--- src/rtl/des_pkg.sv ---
// Shared constants, state encoding and CRC-8 step function for the DES output serializer.
package des_pkg;

    localparam int         BLOCK_BYTES_DEF = 8;
    localparam logic [7:0] CRC8_POLY       = 8'h07;

    typedef logic [1:0] ser_state_t;
    localparam ser_state_t ST_IDLE = 2'd0;
    localparam ser_state_t ST_LOAD = 2'd1;
    localparam ser_state_t ST_SEND = 2'd2;
    localparam ser_state_t ST_DONE = 2'd3;

    typedef struct packed {
        logic       valid;
        logic [7:0] data;
    } tx_beat_t;

    // One byte through CRC-8 (MSB first, no reflection).
    function automatic logic [7:0] crc8_next(input logic [7:0] crc, input logic [7:0] data);
        logic [7:0] c;
        c = crc ^ data;
        for (int i = 0; i < 8; i++) begin
            c = c[7] ? ((c << 1) ^ CRC8_POLY) : (c << 1);
        end
        return c;
    endfunction

endpackage

--- src/rtl/des_crc8.sv ---
// Byte-wide CRC-8 register with enable and synchronous clear.
// Only built when DES_OUT_CRC8_EN is defined.
`ifdef DES_OUT_CRC8_EN
module des_crc8
    import des_pkg::*;
(
    input  logic       clk,
    input  logic       n_rst,
    input  logic       clr,
    input  logic       en,
    input  logic [7:0] data,
    output logic [7:0] crc
);

    logic [7:0] crc_nxt;

    assign crc_nxt = crc8_next(crc, data);

    always_ff @(posedge clk or negedge n_rst) begin
        if (!n_rst)
            crc <= 8'h00;
        else if (clr)
            crc <= 8'h00;
        else if (en)
            crc <= crc_nxt;
    end

endmodule
`endif

--- src/rtl/des_output_serializer.sv ---
// Captures a DES result block and streams it MSB byte first over valid/ready.
// DES_OUT_CRC8_EN appends a CRC-8 byte after the data bytes.
module des_output_serializer
    import des_pkg::*;
#(
    parameter int BLOCK_BYTES = BLOCK_BYTES_DEF
)(
    input  logic                     clk,
    input  logic                     n_rst,
    input  logic                     data_out,
    input  logic [BLOCK_BYTES*8-1:0] des_result,
    input  logic                     tx_ready,
    output logic [7:0]               tx_byte,
    output logic                     tx_valid,
    output logic                     empty,
    output logic                     busy
);

    localparam int         W    = BLOCK_BYTES * 8;
    localparam logic [3:0] LAST = 4'(BLOCK_BYTES - 1);

    ser_state_t     state;
    logic [W-1:0]   shreg;
    logic [3:0]     cnt;
    logic           accept;
    logic           crc_phase;
    logic           send_done;
    tx_beat_t       beat;

    assign accept = tx_valid && tx_ready;

`ifdef DES_OUT_CRC8_EN
    logic [7:0] crc;

    // Counter parks at BLOCK_BYTES while the CRC byte is on the bus.
    assign crc_phase = (cnt == 4'(BLOCK_BYTES));
    assign send_done = accept && crc_phase;

    des_crc8 u_crc (
        .clk   (clk),
        .n_rst (n_rst),
        .clr   (state == ST_IDLE),
        .en    (accept && !crc_phase),
        .data  (shreg[W-1 -: 8]),
        .crc   (crc)
    );

    assign beat.data = crc_phase ? crc : shreg[W-1 -: 8];
`else
    assign crc_phase = 1'b0;
    assign send_done = accept && (cnt == LAST);
    assign beat.data = shreg[W-1 -: 8];
`endif

    assign beat.valid = (state == ST_SEND);

    always_ff @(posedge clk or negedge n_rst) begin
        if (!n_rst) begin
            state <= ST_IDLE;
            shreg <= '0;
            cnt   <= 4'd0;
        end else begin
            case (state)
                ST_IDLE: begin
                    if (data_out) begin
                        shreg <= des_result;
                        cnt   <= 4'd0;
                        state <= ST_LOAD;
                    end
                end
                ST_LOAD: state <= ST_SEND;
                ST_SEND: begin
                    if (accept && !crc_phase) begin
                        shreg <= shreg << 8;
                        cnt   <= cnt + 4'd1;
                    end
                    if (send_done)
                        state <= ST_DONE;
                end
                ST_DONE: begin
                    // Hold until the controller drops its strobe so the same block is not recaptured.
                    if (!data_out)
                        state <= ST_IDLE;
                end
                default: state <= ST_IDLE;
            endcase
        end
    end

    assign tx_valid = beat.valid;
    assign tx_byte  = beat.valid ? beat.data : 8'h00;
    assign empty    = ((state == ST_IDLE) && !data_out) || (state == ST_DONE);
    assign busy     = (state != ST_IDLE);

endmodule

--- config.mk ---
export PLATFORM = sky130hd
export DESIGN_NAME = des_output_serializer
export DESIGN_NICKNAME = d
export VERILOG_FILES = /design/src/rtl/des_pkg.sv /design/src/rtl/des_crc8.sv /design/src/rtl/des_output_serializer.sv
export SDC_FILE = /design/constraint.sdc
export NUM_CORES = 1
export LEC_CHECK = 0
export BUFFER_PORTS_ARGS = -buffer_cell sky130_fd_sc_hd__clkbuf_2
export CORE_AREA = 2 2 92 94
export DETAILED_ROUTE_END_ITERATION = 8
export DIE_AREA = 0 0 94 96
export GPL_ROUTABILITY_DRIVEN = 0
export GPL_TIMING_DRIVEN = 1
export PLACE_DENSITY = 0.68
export RECOVER_POWER = 100
export REMOVE_ABC_BUFFERS = 1
export SLEW_MARGIN = 20
export SYNTH_ARGS = -nofsm -noshare
export SYNTH_HDL_FRONTEND = slang
export SYNTH_SLANG_ARGS = --single-unit
export TNS_END_PERCENT = 30
--- constraint.sdc ---
create_clock -name clk -period 1.7 [get_ports clk]
set_input_delay 0.255 -clock clk [delete_from_list [all_inputs] [get_ports clk]]
set_output_delay 0.255 -clock clk [all_outputs]
set_load 0.01 [all_outputs]
==> run_results.csv <==
group,metric,value,unit
floorplanning,coreArea,8050,µm²
job,maxCapViolCount,0,
cts,cts.sinks,70,
global_routing,track_usage,0.193,
cells_and_area,syn_to_final_growth,34.2,%
pwr,pwr-share-comb,0.546,
pwr,switching_power,3.50,mW
timing,setup_viol,12,
setup_path,worstPathArrival,1.50,ns
cts,cts_tree,"done",
pwr,p_total,9.47,mW
pwr,ir_drop,0.795,mV
timing,fin_crit,1.76,ns
pwr,p_seq_frac,0.300,
cts,htreeDepth,3,
synthesis,syn_inst,332,
drt,avgViaCountPerCell,5.39,
cts,clock_latency,0.34,ns
setup_path,path_delay_family,"buffers and inverters",
cells_and_area,fin_cells,531,
setup_path,crit_fanout,7,
pwr,p_leak,2.10,nW
drt,ant_nets,0,
synthesis,netlist.area_leader.share,0.509,
setup_path,crit_slowest_cell,"dfrtp_1",
synthesis,yosys_warnings,0,
floorplanning,dieArea,9020,µm²
place,port_buffers,78,
synthesis,synth_cell_types,27,
synthesis,synth-main-ff-cell,"dfrtp_1",
place,place_inst,497,
floorplanning,fp.dieH,96,µm
timing,final.setup.worst_slack,-0.0566,ns
global_routing,grt_max_degree,38,
synthesis,syn_area,3440,µm²
hold_path,hp-class,"in -> reg",
global_routing,antenna_found_initial,0,
cts,numCtsBuffers,9,
synthesis,synth_area_per_cell,10.4,µm²
setup_path,required,1.44,ns
cells_and_area,design_area,4620,µm²
synthesis,async_flop_share,1.00,
setup_path,slowest_delay,0.43,ns
timing,slew_viol_final,0,
setup_path,end_kind,"output pin",
cells_and_area,final_util,0.573,
drt,wl_per_cell,15.9,µm
cells_and_area,drive_gt1_frac,0.338,
cts,clock-root-buffer,"clkbuf_8",
timing,slew_headroom,0.407,
drt,wl,8450,µm
cells_and_area,final_nets,493,
timing,rsz0062_at_grt,"yes",
floorplanning,fp-row-count,33,
synthesis,synth_edf_count,0,
timing,fmax,569,MHz
cts,cts.clk_slew.worst_paths,0.08,ns
synthesis,synth.ff_latch_count,70,
place,place_area,4020,µm²
global_routing,grt_pass1_vias,2820,
cts,clk_path_buf_depth,2,
pwr,pwr-share-clk,0.153,
drt,drt_pre_antenna_iters,4,
timing,hold_viol_final,0,
synthesis,synth-seq-area-share,0.509,
drt,drtIter0Drc,172,
drt,drcViolationCount,0,
run_status,failed_checks,"setup timing",
timing,whs,0.131,ns
setup_path,critical_path_class,"reg -> out",
timing,clock-skew-final,0.00771,ns
pwr,internal-power,5.97,mW
place,pre_cts_slack,-0.0722,ns
pwr,power.density,2050,nW/µm²
global_routing,grt-ovfl-total,0,
cells_and_area,diodes,0,
setup_path,crit_buf_inv,4,
timing,worst_pin_slew,0.889,ns
pwr,switching_share,0.370,
drt,via_count,2864,
floorplanning,num_io_pins,79,
global_routing,grt_pass1_wl,13700,µm
synthesis,synth.area.top_cells,"dfrtp_1, mux2i_1, o21ai_0",
synthesis,yosysTopAreaCell,"dfrtp_1",
floorplanning,initial_core_util,0.427,
timing,final_min_period_over_clock_period,1.03,
floorplanning,die_w,94,µm
synthesis,yosys-top-cells-count,"o21ai_0, dfrtp_1, mux2i_1",
place,dp_hpwl,4880,µm
setup_path,crit_chain,"buf_6, ha_4, buf_16, buf_16, buf_6",
setup_path,critPathLaunchType,"register",
synthesis,yosysMostFrequentCell,"o21ai_0",
run_status,status,"finished with violations",
timing,finalSetupTns,-0.461,ns
flip-flops by register name, indices dropped and copies added, names as in the netlist:
| name | count |
|---|---|
| cnt | 4 |
| state | 2 |
| shreg | 64 |
cell type report:
| type | count | area (µm²) |
|---|---|---|
| Sequential cell | 70 | 1750 |
| Tap cell | 105 | 131 |
| Clock buffer | 13 | 179 |
| Clock inverter | 3 | 40.0 |
| Fill cell | 731 | 3430 |
| Inverter | 3 | 11.3 |
| Timing Repair Buffer | 109 | 892 |
| Multi-Input combinational cell | 228 | 1610 |
power by group through the flow:
| stage | clock network, mW | registers, mW | logic, mW |
|---|---|---|---|
| floorplan | 0 | 2.76 | 2.25 |
| global placement | 0 | 2.82 | 3.78 |
| detailed placement | 0 | 2.87 | 3.90 |
| CTS | 1.49 | 2.84 | 4.56 |
| global route | 1.56 | 2.95 | 5.67 |
| finish | 1.45 | 2.85 | 5.18 |
worst register-to-register path, stage by stage, from the launching register on:
cell     delay, ns
dfrtp_1       0.43
buf_6         0.14
ha_4          0.19
mux2i_4       0.21
or2_4         0.30
buf_4         0.19
o21ai_0       0.16
cell families after synthesis:
group,share of synthesized area
buffers and inverters,0.0484
adders and majority gates,0.0146
and+or+nand+nor,0.0491
muxes,0.170
DFF,0.509
AOI/OAI and AO/OA,0.208
cell usage in the layout (no fill, tap or decap), drive strengths merged:
cell type / instances
nand4b: 1
nand2b: 10
mux2i: 57
o311ai: 1
nand3b: 2
and2: 8
inv: 3
dlygate4sd3: 1
a21oi: 1
clkbuf: 85
nor2b: 1
bufinv: 1
nand3: 2
bufbuf: 1
a211oi: 1
ha: 4
or2: 2
o211ai: 1
mux2: 1
buf: 35
dfrtp: 70
clkinv: 2
o21ai: 134
nand2: 1
a221o: 1
final timing paths:
kind	endpoint	slack (ns)	cells past startpoint	startpoint
max	tx_valid	-0.06	5	state[1]$_DFFE_PN0P_
max in group asynchronous	shreg[5]$_DFFE_PN0P_	0.29	3	n_rst
min in group asynchronous	shreg[4]$_DFFE_PN0P_	0.56	2	n_rst
min reg2reg	shreg[40]$_DFFE_PN0P_	0.50	2	shreg[40]$_DFFE_PN0P_
min	shreg[2]$_DFFE_PN0P_	0.13	3	des_result[2]
max reg2reg	shreg[35]$_DFFE_PN0P_	0	6	state[1]$_DFFE_PN0P_
layer usage:
metal	GRT usage	vias to the layer above	wire length [µm]
met1	0.280	1398	4030
met3	0.0462	12	404
met4	0.0592	0	112
met5	0	-	0
met2	0.288	79	3900
li1	-	1375	-
repair_timing:
action | in CTS | in global routing
setup buffers | 9 | 3
endpoints found under the hold margin | 34 | 0
hold buffers | 1 | 0
setup endpoints to repair | 71 | 78
pin swaps | 4 | 5
gates cloned | 3 | 3
resized for setup | 19 | 79
(Power assumes the default switching activity.)
